--- config.mk ---
export PLATFORM = sky130hd
export DESIGN_NAME = program_loader
export DESIGN_NICKNAME = d
export VERILOG_FILES = /design/src/rtl/program_loader_pkg.sv /design/src/rtl/program_loader.sv
export SDC_FILE = /design/constraint.sdc
export NUM_CORES = 1
export LEC_CHECK = 0
export ABC_CLOCK_PERIOD_IN_PS = 4800
export BUFFER_PORTS_ARGS = -buffer_cell sky130_fd_sc_hd__buf_2
export CAP_MARGIN = 10
export CELL_PAD_IN_SITES_DETAIL_PLACEMENT = 0
export CELL_PAD_IN_SITES_GLOBAL_PLACEMENT = 1
export CORE_ASPECT_RATIO = 1.4
export CORE_MARGIN = 5
export CORE_UTILIZATION = 36
export DETAILED_ROUTE_END_ITERATION = 7
export PLACE_DENSITY_LB_ADDON = 0.1
export SYNTH_ARGS = -nofsm -noshare
export SYNTH_HDL_FRONTEND = slang
export SYNTH_SLANG_ARGS = --single-unit
--- constraint.sdc ---
create_clock -name clk -period 4.8 [get_ports clk]
set_input_delay 0.72 -clock clk [delete_from_list [all_inputs] [get_ports clk]]
set_output_delay 0.72 -clock clk [all_outputs]
set_load 0.03 [all_outputs]
--- src/rtl/program_loader_pkg.sv ---
// Shared types and constants for the byte-stream program loader.
// LOADER_CHECKSUM_EN adds the CHECK state to the encoding.
package program_loader_pkg;

  localparam int LANE_W = 8;
  localparam int BYTES_PER_WORD = 4;

  typedef enum logic [2:0] {
    IDLE    = 3'd0,
    COLLECT = 3'd1,
    WRITE   = 3'd2,
    DONE    = 3'd3
`ifdef LOADER_CHECKSUM_EN
    ,
    CHECK   = 3'd4
`endif
  } state_t;

endpackage

--- src/rtl/program_loader.sv ---
// Loads big-endian bytes into 32-bit program memory words while holding the CPU.
// Ports: clk, reset (async active-low), Start/WordCount, ByteIn/ByteValid/ByteReady,
// WriteEnable/WriteAddress/WriteData, CpuHold, Done, ChecksumError.
// Build option: LOADER_CHECKSUM_EN appends an XOR checksum byte after the last word.
module program_loader
  import program_loader_pkg::*;
#(
  parameter int MEMORY_DEPTH = 32,
  parameter int DATA_WIDTH = 32
) (
  input  logic                  clk,
  input  logic                  reset,
  input  logic                  Start,
  input  logic [DATA_WIDTH-1:0] WordCount,
  input  logic [7:0]            ByteIn,
  input  logic                  ByteValid,
  output logic                  ByteReady,
  output logic                  WriteEnable,
  output logic [DATA_WIDTH-1:0] WriteAddress,
  output logic [DATA_WIDTH-1:0] WriteData,
  output logic                  CpuHold,
  output logic                  Done,
  output logic                  ChecksumError
);

  localparam logic [DATA_WIDTH-1:0] DEPTH_W =
    DATA_WIDTH'(MEMORY_DEPTH);
  localparam logic [DATA_WIDTH-1:0] STRIDE =
    DATA_WIDTH'(BYTES_PER_WORD);
  localparam logic [1:0] LAST_LANE =
    2'(BYTES_PER_WORD - 1);
  localparam logic [DATA_WIDTH-1:0] ONE_W =
    DATA_WIDTH'(1);

  state_t state, nxt;

  logic [DATA_WIDTH-1:0] left;
  logic [DATA_WIDTH-1:0] addr;
  logic [DATA_WIDTH-1:0] word;
  logic [1:0]            lane;
  logic                  last;
  logic                  go;

  assign last = (left == ONE_W);
  assign go = Start &&
    ((state == IDLE) || (state == DONE));

  assign WriteAddress = addr;
  assign WriteData = word;

  always_ff @(posedge clk or negedge reset) begin
    if (!reset) begin
      state <= IDLE;
    end else begin
      state <= nxt;
    end
  end

  always_comb begin
    nxt = state;
    ByteReady = 1'b0;
    WriteEnable = 1'b0;
    Done = 1'b0;
    CpuHold = 1'b1;
    unique case (state)
      IDLE: begin
        if (Start) begin
          nxt = (WordCount == '0) ? DONE : COLLECT;
        end
      end
      COLLECT: begin
        ByteReady = 1'b1;
        if (ByteValid && lane == LAST_LANE) begin
          nxt = WRITE;
        end
      end
      WRITE: begin
        WriteEnable = 1'b1;
        if (last) begin
`ifdef LOADER_CHECKSUM_EN
          nxt = CHECK;
`else
          nxt = DONE;
`endif
        end else begin
          nxt = COLLECT;
        end
      end
`ifdef LOADER_CHECKSUM_EN
      CHECK: begin
        ByteReady = 1'b1;
        if (ByteValid) begin
          nxt = DONE;
        end
      end
`endif
      DONE: begin
        Done = 1'b1;
        CpuHold = 1'b0;
        if (Start) begin
          nxt = (WordCount == '0) ? DONE : COLLECT;
        end
      end
      default: nxt = IDLE;
    endcase
  end

  // Address stops on the last word so it never passes the top of memory.
  always_ff @(posedge clk or negedge reset) begin
    if (!reset) begin
      left <= '0;
      addr <= '0;
      word <= '0;
      lane <= '0;
    end else begin
      if (go) begin
        left <= (WordCount > DEPTH_W) ? DEPTH_W : WordCount;
        addr <= '0;
        word <= '0;
        lane <= '0;
      end
      if (state == COLLECT && ByteValid) begin
        word <= {word[DATA_WIDTH-LANE_W-1:0], ByteIn};
        lane <= lane + 2'd1;
      end
      if (state == WRITE) begin
        left <= left - ONE_W;
        if (!last) begin
          addr <= addr + STRIDE;
        end
      end
    end
  end

`ifdef LOADER_CHECKSUM_EN
  logic [7:0] xsum;
  logic       ck_err;

  always_ff @(posedge clk or negedge reset) begin
    if (!reset) begin
      xsum <= '0;
      ck_err <= 1'b0;
    end else begin
      if (go) begin
        xsum <= '0;
        ck_err <= 1'b0;
      end
      if (state == COLLECT && ByteValid) begin
        xsum <= xsum ^ ByteIn;
      end
      if (state == CHECK && ByteValid) begin
        ck_err <= (ByteIn != xsum);
      end
    end
  end

  assign ChecksumError = ck_err;
`else
  assign ChecksumError = 1'b0;
`endif

endmodule

==> summary.txt, run 1 <==
Power
  – Reported leakage power: 2.89 nW
  – Comb pwr share: 0.501
  – Maximum vdd ir drop: 0.356 mV
  – Power density over the cells: 720 nW/um^2
  – Power after layout: 0.00437 W
  – Proportion of power drawn by the clock network: 0.166
  – Cell Int Power: 0.00226 W
  – Net switching power: 0.00211 W
  – Switching power as a share of total power: 0.484
  – Fraction of power consumed by sequential logic: 0.333

Worst setup path
  – Crit path required time: 5.02 ns
  – Startpoint type of the worst setup path: flip-flop
  – Cells traversed along the worst timing path: inv_1, ha_1, or4b_1, or4_4, o31ai_4, buf_4, or3_1, nand3_1
  – Arr. time, crit path: 3.08 ns
  – Critical path endpoint category: flip-flop
  – Largest fanout on the critical path: 20
  – Crit Path Category: reg2reg
  – Largest incremental delay on the critical path: 0.70 ns
  – Slowest cell on the critical path: o31ai_4

Timing
  – Max Freq: 0.350 GHz
  – Final count of negative-setup-slack endpoints: 0
  – Period utilization: 0.595
  – Slew HR: 0.244
  – Total count of max-transition violations in the final report: 0
  – Setup skew after layout: 0.00707 ns
  – Setup repair after global routing missed its margin: no
  – Total negative slack for setup checks: 0 ns
  – Hold Vio Cnt, Final: 0
  – Post-layout min period: 2.86 ns
  – Worst-Margin Slew: 1.12 ns

Synthesis
  – Most repeated cell in the gate-level netlist after synthesis: dfrtp_1
  – Post-Synth Simple-Gate Area: 0.204
  – Main flop type after synthesis: dfrtp_1
  – Share of synthesized flip-flops with an asynchronous set or reset: 1.00
  – Cell area after synthesis: 5060 um^2
  – Yosys warnings: 0
  – Gate count of the mapped netlist: 508
  – Top cells by area in the synthesized netlist: dfrtp_1, a22o_1, a31oi_1
  – Number of library cell types mapped by synthesis: 60
  – Dominant combinational cell family by area after synthesis: compound AO/OA/AOI/OAI gates
  – Average instance area after synthesis: 9.96 um^2
  – Part of the Yosys area used for sequential elements: 0.495
  – Number of enable-type register cells in the synthesized netlist: 0
  – Cell type contributing the most total cell area after synthesis: dfrtp_1
  – Fraction of the mapped netlist area in compound gates: 0.211
  – Post-synthesis adder-cell area fraction: 0.0198
  – XOR/XNOR Fraction of Synth Area: 0.0121
  – Synth top area share: 0.495
  – Post-synth top cells: dfrtp_1, nand2_1, a22o_1
  – Net count after synthesis: 560
  – Flip-flop and latch count after synthesis: 100
  – Multiplexer fraction of the synthesized cell area: 0.0181

Routing
  – Count of routing violations after the opening detailed-route iteration: 158
  – Final Routed Wirelength: 14100 um
  – Residual DRC: 0
  – Antenna Violating Nets Remaining: 0
  – Vias after detailed routing: 4456
  – Initial DRT Pass Iterations: 4
  – Vias/cell: 5.56
  – Routed wirelength normalized by instance count: 17.6 um

Floorplan
  – Starting Density: 0.365
  – Die width: 110 um
  – Total core area: 13800 um^2
  – Chip height: 150 um
  – I/O pin count: 113
  – Total number of placement rows: 51
  – Die Outline Area: 16600 um^2

Placed design
  – Placer Congestion: 0.786
  – DPL Wire Length: 10200 um
  – # port buffers: 111

Clock network
  – Clock root buffer master: clkbuf_16
  – Skew-Pair Late Insertion Delay: 0.35 ns
  – Number of H-tree levels: 3
  – Number of setup buffers added after CTS: 0
  – Clock tree from TritonCTS: yes
  – Post-cts sizing count: 0
  – Number of buffers created by CTS: 9
  – Hold bufs inserted after CTS: 0
  – Clock sinks: 100
  – Clock-pin transition on the worst setup and hold timing paths: 0.07 ns
  – Buffer levels on the longest clock path: 2

Layout
  – Antenna diode instance count: 0
  – Multi-input gate area: 2360 um^2
  – Storage cell area: 2500 um^2
  – Growth of design area from synthesis to finish: 20.1%
  – Layout cell share with drive strength beyond 1: 0.237
  – Fillers: 1418
  – Final Net Count: 663

Min path
  – Worst min path class: reg2reg

GRT
  – Via count of the first global-routing pass: 4471
  – Wire length of the first global-routing pass: 22800 um
  – Overall track demand over capacity in global routing: 0.175
  – Largest net degree at the start of global routing: 69
  – Antenna violations before repair: 1
  – Overall overflow remaining after global route: 0

Run
  – Number of maximum-capacitance constraint violations: 0

Run status
  – Outcome: finished, final reports clean
cell usage in the layout (no fill, tap or decap), types with 3 or more instances in the layout:
master	netlist	final
nand3_1	25	25
clkbuf_16	0	9
or3_1	6	6
o311ai_0	3	3
o21ai_0	24	24
a21oi_1	9	9
nor4_1	12	12
a22o_1	36	36
and4_1	4	4
and3_1	7	7
or4_1	7	7
nor3b_1	4	4
o31ai_1	3	3
buf_4	2	11
o31a_1	3	3
inv_1	13	13
o211ai_1	6	6
xor2_1	5	5
nor3_1	11	11
ha_1	8	8
nand2_1	55	55
and2_1	6	6
dfrtp_1	100	100
inv_8	0	4
or4_4	4	4
o21ai_1	3	3
mux2i_1	8	8
a31oi_1	34	34
buf_2	5	110
nand4_1	13	13
a21boi_0	4	4
o22ai_1	3	3
nand4b_1	4	4
a21o_1	8	8
nor2_1	23	22
worst max-delay path: cells and delay by family (launching register included):
kind / cells / cell delay [ns]
AND/OR/NAND/NOR: 4 / 1.10
AO/OA/AOI/OAI: 1 / 0.70
flip-flops: 1 / 0.41
buffers and inverters: 2 / 0.37
adder cells (fa/ha/maj): 1 / 0.14
cell type report:
type                            count  area share
Clock buffer                        9      0.0371
Clock inverter                      7      0.0117
Timing Repair Buffer              121       0.104
Tap cell                          185      0.0381
Multi-Input combinational cell    365       0.388
Sequential cell                   100       0.412
Inverter                           14     0.00865
flip-flops by register name, indices dropped and copies added (netlist names):
name          count
WriteAddress     32
WriteData        32
left             32
lane              2
state             2
stage by stage:
step	cells	util	setup WS, ns	cell area (um^2)	hold WS, ns
global placement	785	0.417	1.93	5780	0.467
detailed placement	785	0.417	1.89	5780	0.474
global route	801	0.439	1.62	6070	0.523
floorplan	508	-	2.42	5060	0.424
CTS	801	0.439	1.88	6070	0.485
finish	801	0.439	1.94	6070	0.482
routing by layer:
layer | vias up | GRT usage | share of wire | wire (um)
met1 | 2197 | 0.216 | 0.43 | 6110
met5 | - | 0 | 0.00050 | 7
met4 | 2 | 0.0628 | 0.021 | 295
li1 | 2141 | - | - | -
met3 | 18 | 0.0305 | 0.045 | 631
met2 | 98 | 0.305 | 0.50 | 7090
cells by family after synthesis:
logic type	after synthesis
xor gates and xnor gates	7
AOI/OAI and AO/OA	149
adders and majority gates	8
muxes	9
and+or+nand+nor	191
DFF	100
buffers and inverters	43
other	1
worst paths after layout:
check | from | cells past startpoint | end | slack (ns)
setup / recovery | left[1] | 8 | WriteAddress[8] | 1.94
hold / removal | WriteAddress[12] | 1 | WriteAddress[12] | 0.48
setup reg to reg | left[1] | 8 | WriteAddress[8] | 1.94
hold reg to reg | WriteAddress[12] | 1 | WriteAddress[12] | 0.48
max in group asynchronous | reset | 2 | left[20] | 3.32
min in group asynchronous | reset | 1 | WriteAddress[11] | 0.51
power groups by stage:
stage                     combinational [W]  sequential (W)  clock (W)
after global routing                0.00241         0.00151   0.000784
final                               0.00219         0.00146   0.000725
after CTS                           0.00221         0.00145   0.000756
after global placement              0.00218         0.00146          0
after detailed placement            0.00221         0.00147          0
after floorplan                     0.00130         0.00173          0
Note: power is estimated with default switching activity, not from simulation.
==> run 2: changes to the inputs <==
Settings changed: ABC_AREA set to 1, ABC_CLOCK_PERIOD_IN_PS 4800 to 2600.
Clock period 4.8 ns to 2.6 ns, I/O delays scaled along.
==> summary.txt, run 2 <==
Layout
  – Growth of design area from synthesis to finish: 17.7%
  – Antenna diode instance count: 0
  – Most frequent cells in the layout: nand2_1, nor2_1, buf_2
  – Fillers: 1845
  – Final instance area: 7300 um^2
  – Most common library cell in the layout ignoring fill and taps: nand2_1
  – Final Net Count: 1043
  – Layout cell share with drive strength beyond 1: 0.193

Timing
  – Total count of max-transition violations in the final report: 0
  – Max Freq: 0.454 GHz
  – Hold Vio Cnt, Final: 0
  – WHS: 0.00831 ns
  – Smallest setup slack after layout: 0.397 ns
  – Setup skew after layout: 0.0164 ns
  – Setup repair after global routing missed its margin: no
  – Period utilization: 0.847
  – Post-layout min period: 2.20 ns
  – Worst-Margin Slew: 0.615 ns
  – Total negative slack for setup checks: 0 ns
  – Final count of negative-setup-slack endpoints: 0
  – Slew HR: 0.590

Run status
  – Outcome: finished, final reports clean

Clock network
  – Number of buffers created by CTS: 9
  – Clock-pin transition on the worst setup and hold timing paths: 0.09 ns
  – Post-cts sizing count: 0
  – Clock sinks: 100
  – Skew-Pair Late Insertion Delay: 0.37 ns
  – Clock tree from TritonCTS: yes
  – Number of setup buffers added after CTS: 0
  – Number of H-tree levels: 3
  – Hold bufs inserted after CTS: 0
  – Clock root buffer master: clkbuf_16
  – Buffer levels on the longest clock path: 2

Placed design
  – # port buffers: 111
  – DPL Wire Length: 14300 um
  – Placer Congestion: 0.863
  – Post-placement cell area: 6980 um^2
  – Pre-CTS WS: 0.650 ns

Power
  – Reported leakage power: 3.64 nW
  – Maximum vdd ir drop: 0.618 mV
  – Power density over the cells: 1160 nW/um^2
  – Power after layout: 0.00846 W

Worst setup path
  – Largest incremental delay on the critical path: 0.43 ns
  – Crit path max-delay family: buffers and inverters
  – Cells traversed along the worst timing path: inv_1, ha_2, buf_4, buf_2
  – Crit Path Category: reg2out
  – Worst reg2reg path startpoint: left[1]
  – Crit Reg-Reg Endpoint: WriteAddress[13]
  – Crit path required time: 2.21 ns
  – Startpoint type of the worst setup path: flip-flop
  – Slowest cell on the critical path: dfrtp_1
  – Critical path endpoint category: primary output
  – Buffers & Inverters on Critical Path: 3
  – Minimum setup slack among reg-to-reg paths: 0.65 ns
  – Largest fanout on the critical path: 33
  – Arr. time, crit path: 1.81 ns
  – Depth of the worst register-to-register path: 12

Min path
  – Worst min path class: in2async

Routing
  – Antenna Violating Nets Remaining: 0
  – Routed wirelength normalized by instance count: 15.6 um
  – Initial DRT Pass Iterations: 4
  – Vias after detailed routing: 5857
  – Count of routing violations after the opening detailed-route iteration: 276
  – Vias/cell: 4.88
  – Final Routed Wirelength: 18700 um
  – Residual DRC: 0

Synthesis
  – Average instance area after synthesis: 7.02 um^2
  – Number of library cell types mapped by synthesis: 43
  – Cell area after synthesis: 6200 um^2
  – Most repeated cell in the gate-level netlist after synthesis: nand2_1
  – Gate count of the mapped netlist: 883
  – Part of the Yosys area used for sequential elements: 0.404
  – Flip-flop and latch count after synthesis: 100
  – Number of enable-type register cells in the synthesized netlist: 0
  – Main flop type after synthesis: dfrtp_1
  – Top cells by area in the synthesized netlist: dfrtp_1, nand2_1, nor2_1
  – Share of synthesized flip-flops with an asynchronous set or reset: 1.00
  – Net count after synthesis: 935
  – Synth top area share: 0.404
  – Post-synth top cells: nand2_1, nor2_1, dfrtp_1
  – Cell type contributing the most total cell area after synthesis: dfrtp_1
  – Yosys warnings: 0

Floorplan
  – Starting Density: 0.369
  – Die Outline Area: 20000 um^2
  – I/O pin count: 113
  – Chip height: 165 um
  – Total core area: 16800 um^2
  – Total number of placement rows: 56
  – Die width: 121 um

GRT
  – Largest net degree at the start of global routing: 45
  – Overall overflow remaining after global route: 0
  – Wire length of the first global-routing pass: 30300 um
  – Via count of the first global-routing pass: 5913
  – Antenna violations before repair: 0
  – Overall track demand over capacity in global routing: 0.193

Run
  – Number of maximum-capacitance constraint violations: 0
-- run 2: cell types whose count changed after synthesis, moves of 15 or more --
cell	before	now
inv_1	13	88
nor2_1	23	116
o21ai_0	24	43
nand2_1	55	281
a31oi_1	34	0
o22ai_1	3	18
a22o_1	36	0
nand3_1	25	67
nor2_2	0	17
-- run 2: kinds of logic (layout without fill, tap and decap cells) --
kind of cell,count (synthesis),after routing,share of synthesized area
AOI/OAI and AO/OA,96,96,0.0894
and+or+nand+nor,533,533,0.378
DFF,100,100,0.404
other,1,1,0.000605
xor gates and xnor gates,22,22,0.0311
adders and majority gates,8,8,0.0162
muxes,1,1,0.00162
buffers and inverters,122,235,0.0797
-- run 2: worst max path at each step --
stage                             endpoint      from  depth (start not counted)
after floorplan                   left[15]  state[0]                          7
after global placement            left[16]   left[0]                          9
after detailed placement  WriteAddress[14]   left[1]                         12
after CTS                      WriteEnable  state[0]                          4
after global routing           WriteEnable  state[0]                          4
final                          WriteEnable  state[0]                          4
-- run 2: metal layers --
| metal | up-vias | global-route usage | share of wire | wire, um |
|---|---|---|---|---|
| met5 | - | 0 | 0 | 0 |
| met4 | 0 | 0.0871 | 0.035 | 654 |
| met3 | 30 | 0.0273 | 0.035 | 646 |
| met2 | 113 | 0.355 | 0.52 | 9790 |
| met1 | 2688 | 0.220 | 0.41 | 7580 |
| li1 | 3026 | - | - | - |
-- run 2: final cells by class --
cell class	instances	area, um^2	share of cell area
multi-input cells	661	3200	0.439
clock buffers	9	225	0.0309
clock inverters	7	91.3	0.0125
repair buffers	123	661	0.0905
well taps	203	254	0.0348
inverters	96	360	0.0494
flip-flops and latches	100	2500	0.343
-- run 2: report_power, final --
part | total, W | switching, W | internal (W) | leakage (nW)
clock | 0.00142 | 0.000724 | 0.000697 | 0.152
combinational | 0.00466 | 0.00330 | 0.00136 | 2.12
sequential | 0.00238 | 0.000419 | 0.00196 | 1.36
-- run 2: per-stage QoR --
step                      utilization  std cells
final                           0.434       1199
after global routing            0.434       1199
after CTS                       0.434       1199
after detailed placement        0.415       1183
after global placement          0.415       1183
after floorplan                     -        883
==> run 3: changes to the inputs <==
Settings changed: ABC_AREA 1 to 0, ABC_CLOCK_PERIOD_IN_PS 2600 to 1900.
Clock period 2.6 ns to 1.9 ns, I/O delays scaled along.
==> summary.txt, run 3 (synthesis gave the netlist of run 1 again) <==
Run status
  – Outcome: finished, violations left
  – Violated checks: negative setup slack

Run
  – Number of maximum-capacitance constraint violations: 0

Worst setup path
  – Arr. time, crit path: 2.68 ns
  – Crit Path Category: reg2reg
  – Startpoint type of the worst setup path: flip-flop
  – Crit path required time: 2.14 ns
  – Largest fanout on the critical path: 5
  – Critical path endpoint category: flip-flop

Floorplan
  – Die width: 110 um
  – I/O pin count: 113
  – Chip height: 150 um
  – Starting Density: 0.365
  – Die Outline Area: 16600 um^2
  – Total core area: 13800 um^2
  – Total number of placement rows: 51

Layout
  – Utilization after layout: 0.548
  – Growth of design area from synthesis to finish: 50.0%
  – Antenna diode instance count: 0
  – Storage cell area: 2500 um^2
  – Fillers: 1312
  – Cell Count, Final, Fillers Out: 923
  – Multi-input gate area: 2730 um^2
  – Most common library cell in the layout ignoring fill and taps: buf_2
  – Most frequent cells in the layout: buf_2, buf_4, dfrtp_1
  – Final Net Count: 785
  – Layout cell share with drive strength beyond 1: 0.435
  – Final instance area: 7590 um^2

Timing
  – WHS: 0.145 ns
  – Smallest setup slack after layout: -0.545 ns
  – Post-layout min period: 2.44 ns
  – Max Freq: 0.409 GHz
  – Final count of negative-setup-slack endpoints: 45
  – Setup skew after layout: 0.0134 ns
  – Setup repair after global routing missed its margin: yes
  – Total count of max-transition violations in the final report: 0
  – Period utilization: 1.29
  – Hold Vio Cnt, Final: 0

GRT
  – Largest net degree at the start of global routing: 35
  – Wire length of the first global-routing pass: 25800 um
  – Via count of the first global-routing pass: 5147
  – Overall track demand over capacity in global routing: 0.198
  – Overall overflow remaining after global route: 0
  – Antenna violations before repair: 0

Clock network
  – Skew-Pair Late Insertion Delay: 0.36 ns
  – Clock root buffer master: clkbuf_16
  – Clock tree from TritonCTS: yes
  – Number of buffers created by CTS: 9
  – Buffer levels on the longest clock path: 2
  – Clock-pin transition on the worst setup and hold timing paths: 0.08 ns
  – Number of H-tree levels: 3
  – Clock sinks: 100

Min path
  – Worst min path class: in2reg

Power
  – Maximum vdd ir drop: 1.04 mV
  – Power density over the cells: 1990 nW/um^2
  – Reported leakage power: 3.65 nW

Routing
  – Residual DRC: 0
  – Antenna Violating Nets Remaining: 0
  – Vias after detailed routing: 4988
  – Final Routed Wirelength: 16000 um
  – Count of routing violations after the opening detailed-route iteration: 141
  – Vias/cell: 5.40
  – Routed wirelength normalized by instance count: 17.4 um
  – Initial DRT Pass Iterations: 4

Placed design
  – Post-placement cell area: 6690 um^2
  – DPL Wire Length: 11200 um
  – Placer Congestion: 0.809
  – Cells after DPL: 884
  – # port buffers: 111
## run 3: through the flow
step | power, W | setup TNS, ns | setup slack [ns]
6_report | 0.0151 | -15.99 | -0.545
4_1_cts | 0.0144 | -16.08 | -0.544
5_1_grt | 0.0160 | -19.90 | -0.625
3_5_place_dp | 0.0113 | -17.73 | -0.554
2_1_floorplan | 0.00780 | -13.14 | -0.427
3_3_place_gp | 0.0111 | -16.25 | -0.522
## run 3: what timing repair did
item	CTS	global route
hold buffers	1	0
setup endpoints to repair	53	56
hold endpoints to repair	31	0
pin swaps	16	16
cloned	3	0
buffers inserted	9	13
resized for setup	60	35
## run 3: layout make-up
type | count | area share
Inverter | 14 | 0.00742
Sequential cell | 100 | 0.330
Tap cell | 185 | 0.0305
Multi-Input combinational cell | 366 | 0.360
Timing Repair Buffer | 242 | 0.231
Clock buffer | 9 | 0.0297
Clock inverter | 7 | 0.0114
## run 3: worst paths after layout
path                                from         endpoint  slack, ns  depth (start not counted)
setup / recovery                 left[1]  WriteAddress[5]      -0.54                          7
hold / removal                 ByteIn[7]     WriteData[7]       0.15                          2
setup reg to reg                 left[1]  WriteAddress[5]      -0.54                          7
hold reg to reg            WriteData[25]    WriteData[25]       0.50                          1
max in group asynchronous          reset         left[23]       0.88                          3
min in group asynchronous          reset  WriteAddress[7]       0.43                          2
## run 3: report_power, final
| group | internal, W | total (W) | switching [W] |
|---|---|---|---|
| logic | 0.00464 | 0.00970 | 0.00507 |
| clock network | 0.000959 | 0.00194 | 0.000980 |
| registers | 0.00287 | 0.00343 | 0.000558 |
## run 3: worst max-delay path: stages (launching register included)
cell,delay (ns)
dfrtp_1,0.39
inv_2,0.06
ha_1,0.12
or4b_4,0.46
or4_4,0.48
o31a_4,0.36
and3_4,0.18
a311o_1,0.27
## run 3: per-layer routing
| metal | share of wire | vias up | global-route usage | wire length, um |
|---|---|---|---|---|
| li1 | - | 2396 | - | - |
| met1 | 0.41 | 2476 | 0.241 | 6510 |
| met2 | 0.53 | 92 | 0.345 | 8540 |
| met3 | 0.035 | 24 | 0.0305 | 559 |
| met4 | 0.025 | 0 | 0.0783 | 402 |
| met5 | 0 | - | 0 | 0 |
